==> src/rtl/ps2_key_fifo.sv <==
// rtl/ps2_key_fifo.sv - PS/2 scan-code pull FSM, FIFO, sticky overflow and history window
// Optional macro PS2_BREAK_FILTER_EN drops F0 break prefixes together with the byte that follows them.
module ps2_key_fifo #(
    parameter int          DEPTH       = 16,
    parameter int          HIST        = 4,
    parameter logic [7:0]  DEFAULT_KEY = 8'h00
) (
    input  logic                     clk,
    input  logic                     rst,
    input  logic [7:0]               kb_data,
    input  logic                     kb_ready,
    output logic                     kb_rdn,
    input  logic                     rd,
    output logic [7:0]               key_out,
    output logic                     key_valid,
    output logic [$clog2(DEPTH):0]   count,
    output logic                     overflow,
    input  logic                     ovf_clr,
    output logic [8*HIST-1:0]        history
);

    localparam int AW = $clog2(DEPTH);
    localparam int CW = AW + 1;

    typedef enum logic [1:0] {
        S_IDLE = 2'd0,
        S_ACK  = 2'd1,
        S_WAIT = 2'd2
    } state_t;

    state_t state;
    state_t state_nxt;

    logic [7:0]    mem [DEPTH];
    logic [AW-1:0] wr_ptr;
    logic [AW-1:0] rd_ptr;
    logic          capture;
    logic          accept;
    logic          full;
    logic          push_ok;
    logic          drop;
    logic          pop;

    always_ff @(posedge clk or posedge rst) begin
        if (rst) begin
            state  <= S_IDLE;
            kb_rdn <= 1'b1;
        end else begin
            state  <= state_nxt;
            kb_rdn <= (state_nxt != S_ACK);
        end
    end

    always_comb begin
        state_nxt = state;
        case (state)
            S_IDLE:  if (kb_ready) state_nxt = S_ACK;
            S_ACK:   state_nxt = S_WAIT;
            S_WAIT:  state_nxt = S_IDLE;
            default: state_nxt = S_IDLE;
        endcase
    end

    assign capture = (state == S_ACK);

`ifdef PS2_BREAK_FILTER_EN
    logic break_pend;

    // E0 is always kept and leaves a pending break untouched
    always_comb begin
        accept = 1'b1;
        if (kb_data != 8'hE0 && (break_pend || kb_data == 8'hF0))
            accept = 1'b0;
    end

    always_ff @(posedge clk or posedge rst) begin
        if (rst)
            break_pend <= 1'b0;
        else if (capture && kb_data != 8'hE0)
            break_pend <= !break_pend && (kb_data == 8'hF0);
    end
`else
    assign accept = 1'b1;
`endif

    assign full    = (count == CW'(DEPTH));
    assign push_ok = capture && accept && (!full || rd);
    assign drop    = capture && accept && full && !rd;
    assign pop     = rd && (count != '0);

    always_ff @(posedge clk) begin
        if (push_ok)
            mem[wr_ptr] <= kb_data;
    end

    always_ff @(posedge clk or posedge rst) begin
        if (rst) begin
            wr_ptr <= '0;
            rd_ptr <= '0;
            count  <= '0;
        end else begin
            if (push_ok)
                wr_ptr <= wr_ptr + AW'(1);
            if (pop)
                rd_ptr <= rd_ptr + AW'(1);
            if (push_ok && !pop)
                count <= count + CW'(1);
            else if (!push_ok && pop)
                count <= count - CW'(1);
        end
    end

    // A drop on the same edge wins over a clear request
    always_ff @(posedge clk or posedge rst) begin
        if (rst)
            overflow <= 1'b0;
        else if (drop)
            overflow <= 1'b1;
        else if (ovf_clr)
            overflow <= 1'b0;
    end

    generate
        if (HIST == 1) begin : g_hist_one
            always_ff @(posedge clk or posedge rst) begin
                if (rst)
                    history <= '0;
                else if (push_ok)
                    history <= kb_data;
            end
        end else begin : g_hist_many
            always_ff @(posedge clk or posedge rst) begin
                if (rst)
                    history <= '0;
                else if (push_ok)
                    history <= {history[8*HIST-9:0], kb_data};
            end
        end
    endgenerate

    assign key_valid = (count != '0);
    assign key_out   = key_valid ? mem[rd_ptr] : DEFAULT_KEY;

endmodule

==> config.mk <==
export PLATFORM = sky130hd
export DESIGN_NAME = ps2_key_fifo
export DESIGN_NICKNAME = d
export VERILOG_FILES = /design/src/rtl/ps2_key_fifo.sv
export SDC_FILE = /design/constraint.sdc
export NUM_CORES = 1
export LEC_CHECK = 0
export ABC_CLOCK_PERIOD_IN_PS = 5100
export CAP_MARGIN = 20
export CORE_MARGIN = 2
export CORE_UTILIZATION = 62
export CTS_CLUSTER_DIAMETER = 200
export DETAILED_ROUTE_END_ITERATION = 8
export PLACE_DENSITY = 0.85
export SYNTH_ARGS = -nofsm -noshare
export SYNTH_HDL_FRONTEND = slang
export SYNTH_SLANG_ARGS = --single-unit
export TNS_END_PERCENT = 50
==> constraint.sdc <==
create_clock -name clk -period 5.1 [get_ports clk]
set_clock_uncertainty 0.15 [all_clocks]
set_input_delay 1.02 -clock clk [delete_from_list [all_inputs] [get_ports clk]]
set_output_delay 1.02 -clock clk [all_outputs]
set_load 0.03 [all_outputs]
After elaboration in Yosys (flattened, before gate mapping)
Memories as Yosys holds them, arrays and structs flattened.
Cells that the tools add are included.
{ "word_totals": {"ff_bits": 49, "ram_bits": 128, "inputBits": 13, "out_inout_bits": 48, "elab_cells": 39, "n_memories": 1} }
{ "classes": {"n_addsub": 4, "n_eq_ne": 3, "n_mux": 9, "reduce_logical": 15} }
{ "memory_table": {"columns": ["name", "words", "width", "read_ports", "rd_clocked_by_memory_dff", "write_ports", "line_no", "source"], "rows": [
  ["mem", 16, 8, 1, 0, 1, "34", "logic [7:0] mem [DEPTH];"]
]} }
{ "op_table": {"columns": ["operator", "n"], "rows": [
  ["$mux W5", 2],
  ["$add A4 B1 Y4 const B", 2],
  ["$mux W8", 1],
  ["$logic_and A1 B1 Y1", 6],
  ["$add A5 B1 Y5 const B", 1],
  ["$eq A5 B5 Y1 const B", 1],
  ["$reduce_bool A5 Y1", 1],
  ["$sub A5 B1 Y5 const B", 1],
  ["$logic_not A1 Y1", 4],
  ["$mux W1", 4],
  ["$pmux W2 S2", 1],
  ["$reduce_bool A2 Y1", 2],
  ["$eq A2 B1 Y1 const B", 1],
  ["$logic_not A2 Y1", 1],
  ["$mux W2", 1],
  ["$ne A2 B1 Y1 const B", 1],
  ["$logic_or A1 B1 Y1", 1]
]} }

Depth between registers and ports, before layout
{ "depth": {"ltp_word": 8, "ltp_mapped": 10, "ltp_nobuf": 10} }

Worst setup path before layout
Ideal clock, no wire load.
{ "synth_path": {"kind": "input to register", "startpoint": "input rd", "endpoint": "register count[4]", "setup_time_ps": 147, "arrival_time_ps": 2936, "required_time_ps": 4803, "slack_ps": 1866, "stages": 10, "path_buffers": 1, "cell_sequence": "inv_1 -> a311oi_4 -> buf_6 -> ha_1 -> inv_1 -> ha_1 -> nor2b_1 -> o21a_1 -> o2111ai_1 -> o311ai_0"} }
{ "synth_between": {"elab_chain_len": 5, "elab_cells_between_ends": 9, "classes_between": "mux (1); reduce/logical (8)"} }
{ "synth_rtl": {"columns": ["item", "line_no", "source"], "rows": [
  ["start, declared", "13", "input logic rd,"],
  ["$logic_or A1 B1 Y1 *", "87", "assign push_ok = capture && accept && (!full || rd);"],
  ["$logic_and A1 B1 Y1 *", "87", null],
  ["via push_ok", "40", "logic push_ok;"],
  ["$logic_not A1 Y1", "108", "else if (!push_ok && pop)"],
  ["$logic_and A1 B1 Y1", "108", null],
  ["$reduce_bool A2 Y1 (no line)", null, null],
  ["end signal, assigned", "107", "count <= count + CW'(1);"],
  ["end signal, assigned", "109", "count <= count - CW'(1);"],
  ["end, declared", "16", "output logic [$clog2(DEPTH):0] count,"]
]} }
Mark *: on every way through the listed nets, which the timed path passes. The rest lies on a longest branch.
A chain may end at the register's enable or synchronous reset.

Worst setup path in the final report
{ "layout_path": {"startpoint": "register rd_ptr[1]", "endpoint": "output key_out[5]"} }
{ "layout_between": {"elab_chain_len": 2} }
{ "layout_rtl": {"columns": ["item", "line_no", "source"], "rows": [
  ["start, declared", "36", "logic [AW-1:0] rd_ptr;"],
  ["start signal, assigned", "105", "rd_ptr <= rd_ptr + AW'(1);"],
  ["$mem_v2 Z16 W8", null, null],
  ["$mux W8", "142", "assign key_out = key_valid ? mem[rd_ptr] : DEFAULT_KEY;"],
  ["end, declared", "14", "output logic [7:0] key_out,"]
]} }
Every way passes these cells.

==> impl_metrics.tcl <==
set metrics [dict create \
    drv_cap 0 \
    cts_tree "yes" \
    hold_start "state[0]" \
    report.final.hold_viol_count 0 \
    worstSetupPathType "reg2out" \
    placed_area_um2 7931 \
    routed_wirelength_um 13290 \
    clkTransAtPathRegs_ns 0.06 \
    wl_per_cell_um 22.08 \
    die_h_um 111.9 \
    worst_slack_ns 0.7331 \
    dp_worst_setup_slack_ns 1.138 \
    required_ns 3.93 \
    critPathArrivalTime_ns 3.20 \
    synth_seq_cells 177 \
    hpwl_um 8417 \
    r2r_end "count[4]" \
    overflow 0 \
    p_leak_nw 3.100 \
    fmax_mhz 229.0 \
    reg2reg_slack_ns 1.79 \
    fin_nets 470 \
    cts_root_buf "clkbuf_16" \
    drt-pass1-iter-count 4 \
    design_area_um2 8568 \
    placed_cells 569 \
    cpMaxStageDelayCell "dfrtp_1" \
    crit_chain "mux4_1, mux2_2, o21ai_1, a21oi_1, clkdlybuf4s50_1" \
    via_per_inst 6.000 \
    antennaDiodeCount 0 \
    grt.total_usage_pct 23.01 \
    antenna_left 0 \
    ys_types 41 \
    setup_viol 0 \
    vias 3612 \
    status "finished clean" \
    hold_buffers 0 \
    hold-path-cell-count 2 \
    netlist_instances 376 \
    avgSynthCellArea_um2 19.20 \
    initial_core_util_pct 63.50 \
    core-area_um2 11370 \
    max_slew_margin_pct 33.79 \
    fp.dieW_um 111.9 \
    r2r-start "count[1]" \
    gp_congestion 0.7828 \
    ys_seq_area_share_pct 70.24 \
    fin_crit_ns 4.367 \
    ff2ff_path_depth 10 \
    ys_warn_count 0 \
    drive_gt1_share_pct 23.75 \
    hp-class "reg2reg" \
    period_share_pct 85.63 \
    drt_drc_violations_left 0 \
    area_growth_pct 18.68 \
    rows 39 \
    cts_buffer_depth 2 \
    grt_pass1_vias 3802 \
    hold_end "kb_rdn" \
    rsz0062_at_grt "no" \
    peakVddDrop_mv 0.4879 \
    antenna_found_initial 0 \
    dieArea_um2 12520 \
    final.setup.tns_ns 0 \
    critPathLaunchType "flip-flop" \
    max_stage_delay_ns 0.95 \
    maxSlewViolCount 0 \
    cts_resized 0 \
    synth.cell_area_um2 7219 \
    cts_setup_buffers 0 \
    numPortBuffers 60 \
    worst_setup_path_end_kind "primary output" \
    grt_max_degree 50 \
    clk_latency_ns 0.42 \
    ios 61 \
    synth_fp_nets 400 \
    cts-htree-levels 4 \
    crit_fanout 18 \
    final_cells 602 \
    cts_inserted_buffers 17 \
    worst_slew_pin_slew_ns 0.9932 \
    first_iter_violations 318 \
    cts_sinks 177 \
    power_w 0.005323 \
    grt_pass1_wl_um 21380 \
    pwr_density_cell_nw_per_um2 621.3 \
]
==> placed cells by master (no fill, tap or decap), types with 3 or more instances in the layout <==
| cell | n |
|---|---|
| clkbuf_16 | 17 |
| mux2i_1 | 8 |
| ha_1 | 10 |
| nand3_1 | 4 |
| nor3b_1 | 4 |
| and4_1 | 4 |
| dfrtp_1 | 48 |
| and3b_1 | 4 |
| buf_4 | 9 |
| nand2_1 | 8 |
| mux4_2 | 23 |
| mux4_1 | 9 |
| edfxtp_1 | 128 |
| clkdlybuf4s50_1 | 60 |
| inv_1 | 9 |
| o21ai_0 | 9 |
| o21ai_1 | 3 |
| a21oi_1 | 9 |
| mux2_2 | 41 |
| xnor2_1 | 8 |
| and3_1 | 5 |
| bufinv_16 | 4 |
| clkinv_2 | 3 |
==> synth_stat cells <==
cell,instances,area (µm²)
o21ai_0,9,45.04
edfxtp_1,128,3844
nor2b_1,2,12.51
o21a_1,1,7.510
nand2_4,1,11.26
xnor2_1,8,70.07
and3_1,5,31.28
nor3_1,1,5.000
mux4_2,23,518.0
a311oi_4,1,26.28
nand2_1,8,30.03
buf_2,5,25.02
nor2_1,2,7.510
nor4_4,1,21.27
ha_1,10,125.1
nand4_1,1,6.260
nand3_1,4,20.02
and3b_1,4,35.03
mux4_1,9,236.5
dfstp_2,1,26.28
buf_4,3,22.52
o2111ai_1,2,17.52
o311ai_0,1,8.760
or3_1,2,12.51
a41o_1,1,10.01
o21ai_1,3,15.01
mux2i_1,8,80.08
dfrtp_1,48,1201
mux2_2,41,461.7
a21oi_1,9,45.04
and4_1,4,35.03
inv_1,10,37.54
nor3b_1,4,30.03
xor2_1,1,8.760
o21ai_2,1,8.760
buf_6,4,45.04
nand2b_1,1,6.260
fa_1,1,20.02
buf_12,1,20.02
clkbuf_1,6,22.52
and2b_1,1,7.510
==> sequential cells by signal, summed over array words and instances (netlist names) <==
signal    count
overflow      1
kb_rdn        1
mem         128
count         5
state         2
rd_ptr        4
history      32
wr_ptr        4
==> power breakdown <==
part           switching (W)  internal, W  total [W]
clock               0.000516     0.000820    0.00134
sequential          0.000274      0.00177    0.00205
combinational       0.000998     0.000941    0.00194
==> logic make-up (layout without fill, tap and decap cells) <==
family / count (synthesis) / in the layout / synth area share [%]
flip-flops: 177 / 177 / 70.24
multiplexers: 81 / 81 / 17.96
AND/OR/NAND/NOR: 41 / 41 / 3.761
buffers and inverters: 29 / 112 / 2.392
AO/OA/AOI/OAI: 28 / 28 / 2.548
adder cells (fa/ha/maj): 11 / 11 / 2.010
XOR/XNOR: 9 / 9 / 1.092
==> critical path, delay by kind of cell, from the launching register on <==
family / cells / cell delay (ns)
mux: 2 / 0.95
compound gates: 2 / 0.24
buf+inv: 1 / 0.64
flops: 1 / 0.95
==> through the flow <==
stage                     util [%]  hold WS, ns
final                        75.36       0.3547
after CTS                    75.18       0.3536
after floorplan                  -       0.3123
after detailed placement     69.76       0.3370
after global placement       69.76       0.3293
after global routing         75.36       0.3792
==> worst max-delay path by stage <==
stage                         start          to  slack [ns]  cells after the start
after detailed placement  rd_ptr[1]  key_out[4]        1.14                      5
after global routing      rd_ptr[1]  key_out[0]        0.54                      5
after global placement    rd_ptr[1]  key_out[4]        1.20                      5
after CTS                 rd_ptr[1]  key_out[5]        0.67                      5
after floorplan                  rd    count[4]        1.87                     10
final                     rd_ptr[1]  key_out[5]        0.73                      5
==> per-layer routing <==
layer | vias up | track usage, % | share of wire, %
met2 | 97 | 36.32 | 49
met1 | 1866 | 32.07 | 44
li1 | 1632 | - | -
met3 | 17 | 6.750 | 5.7
met4 | 0 | 6.420 | 1.3
met5 | - | 0 | 0
==> final cells by class <==
class	instances	area, µm²
flip-flops and latches	177	5071
multi-input cells	170	1976
clock buffers	18	429.2
fillers	666	2801
repair buffers	70	688.2
clock inverters	14	187.7
well taps	143	178.9
inverters	10	37.54
Note: power is estimated with default switching activity, not from simulation.
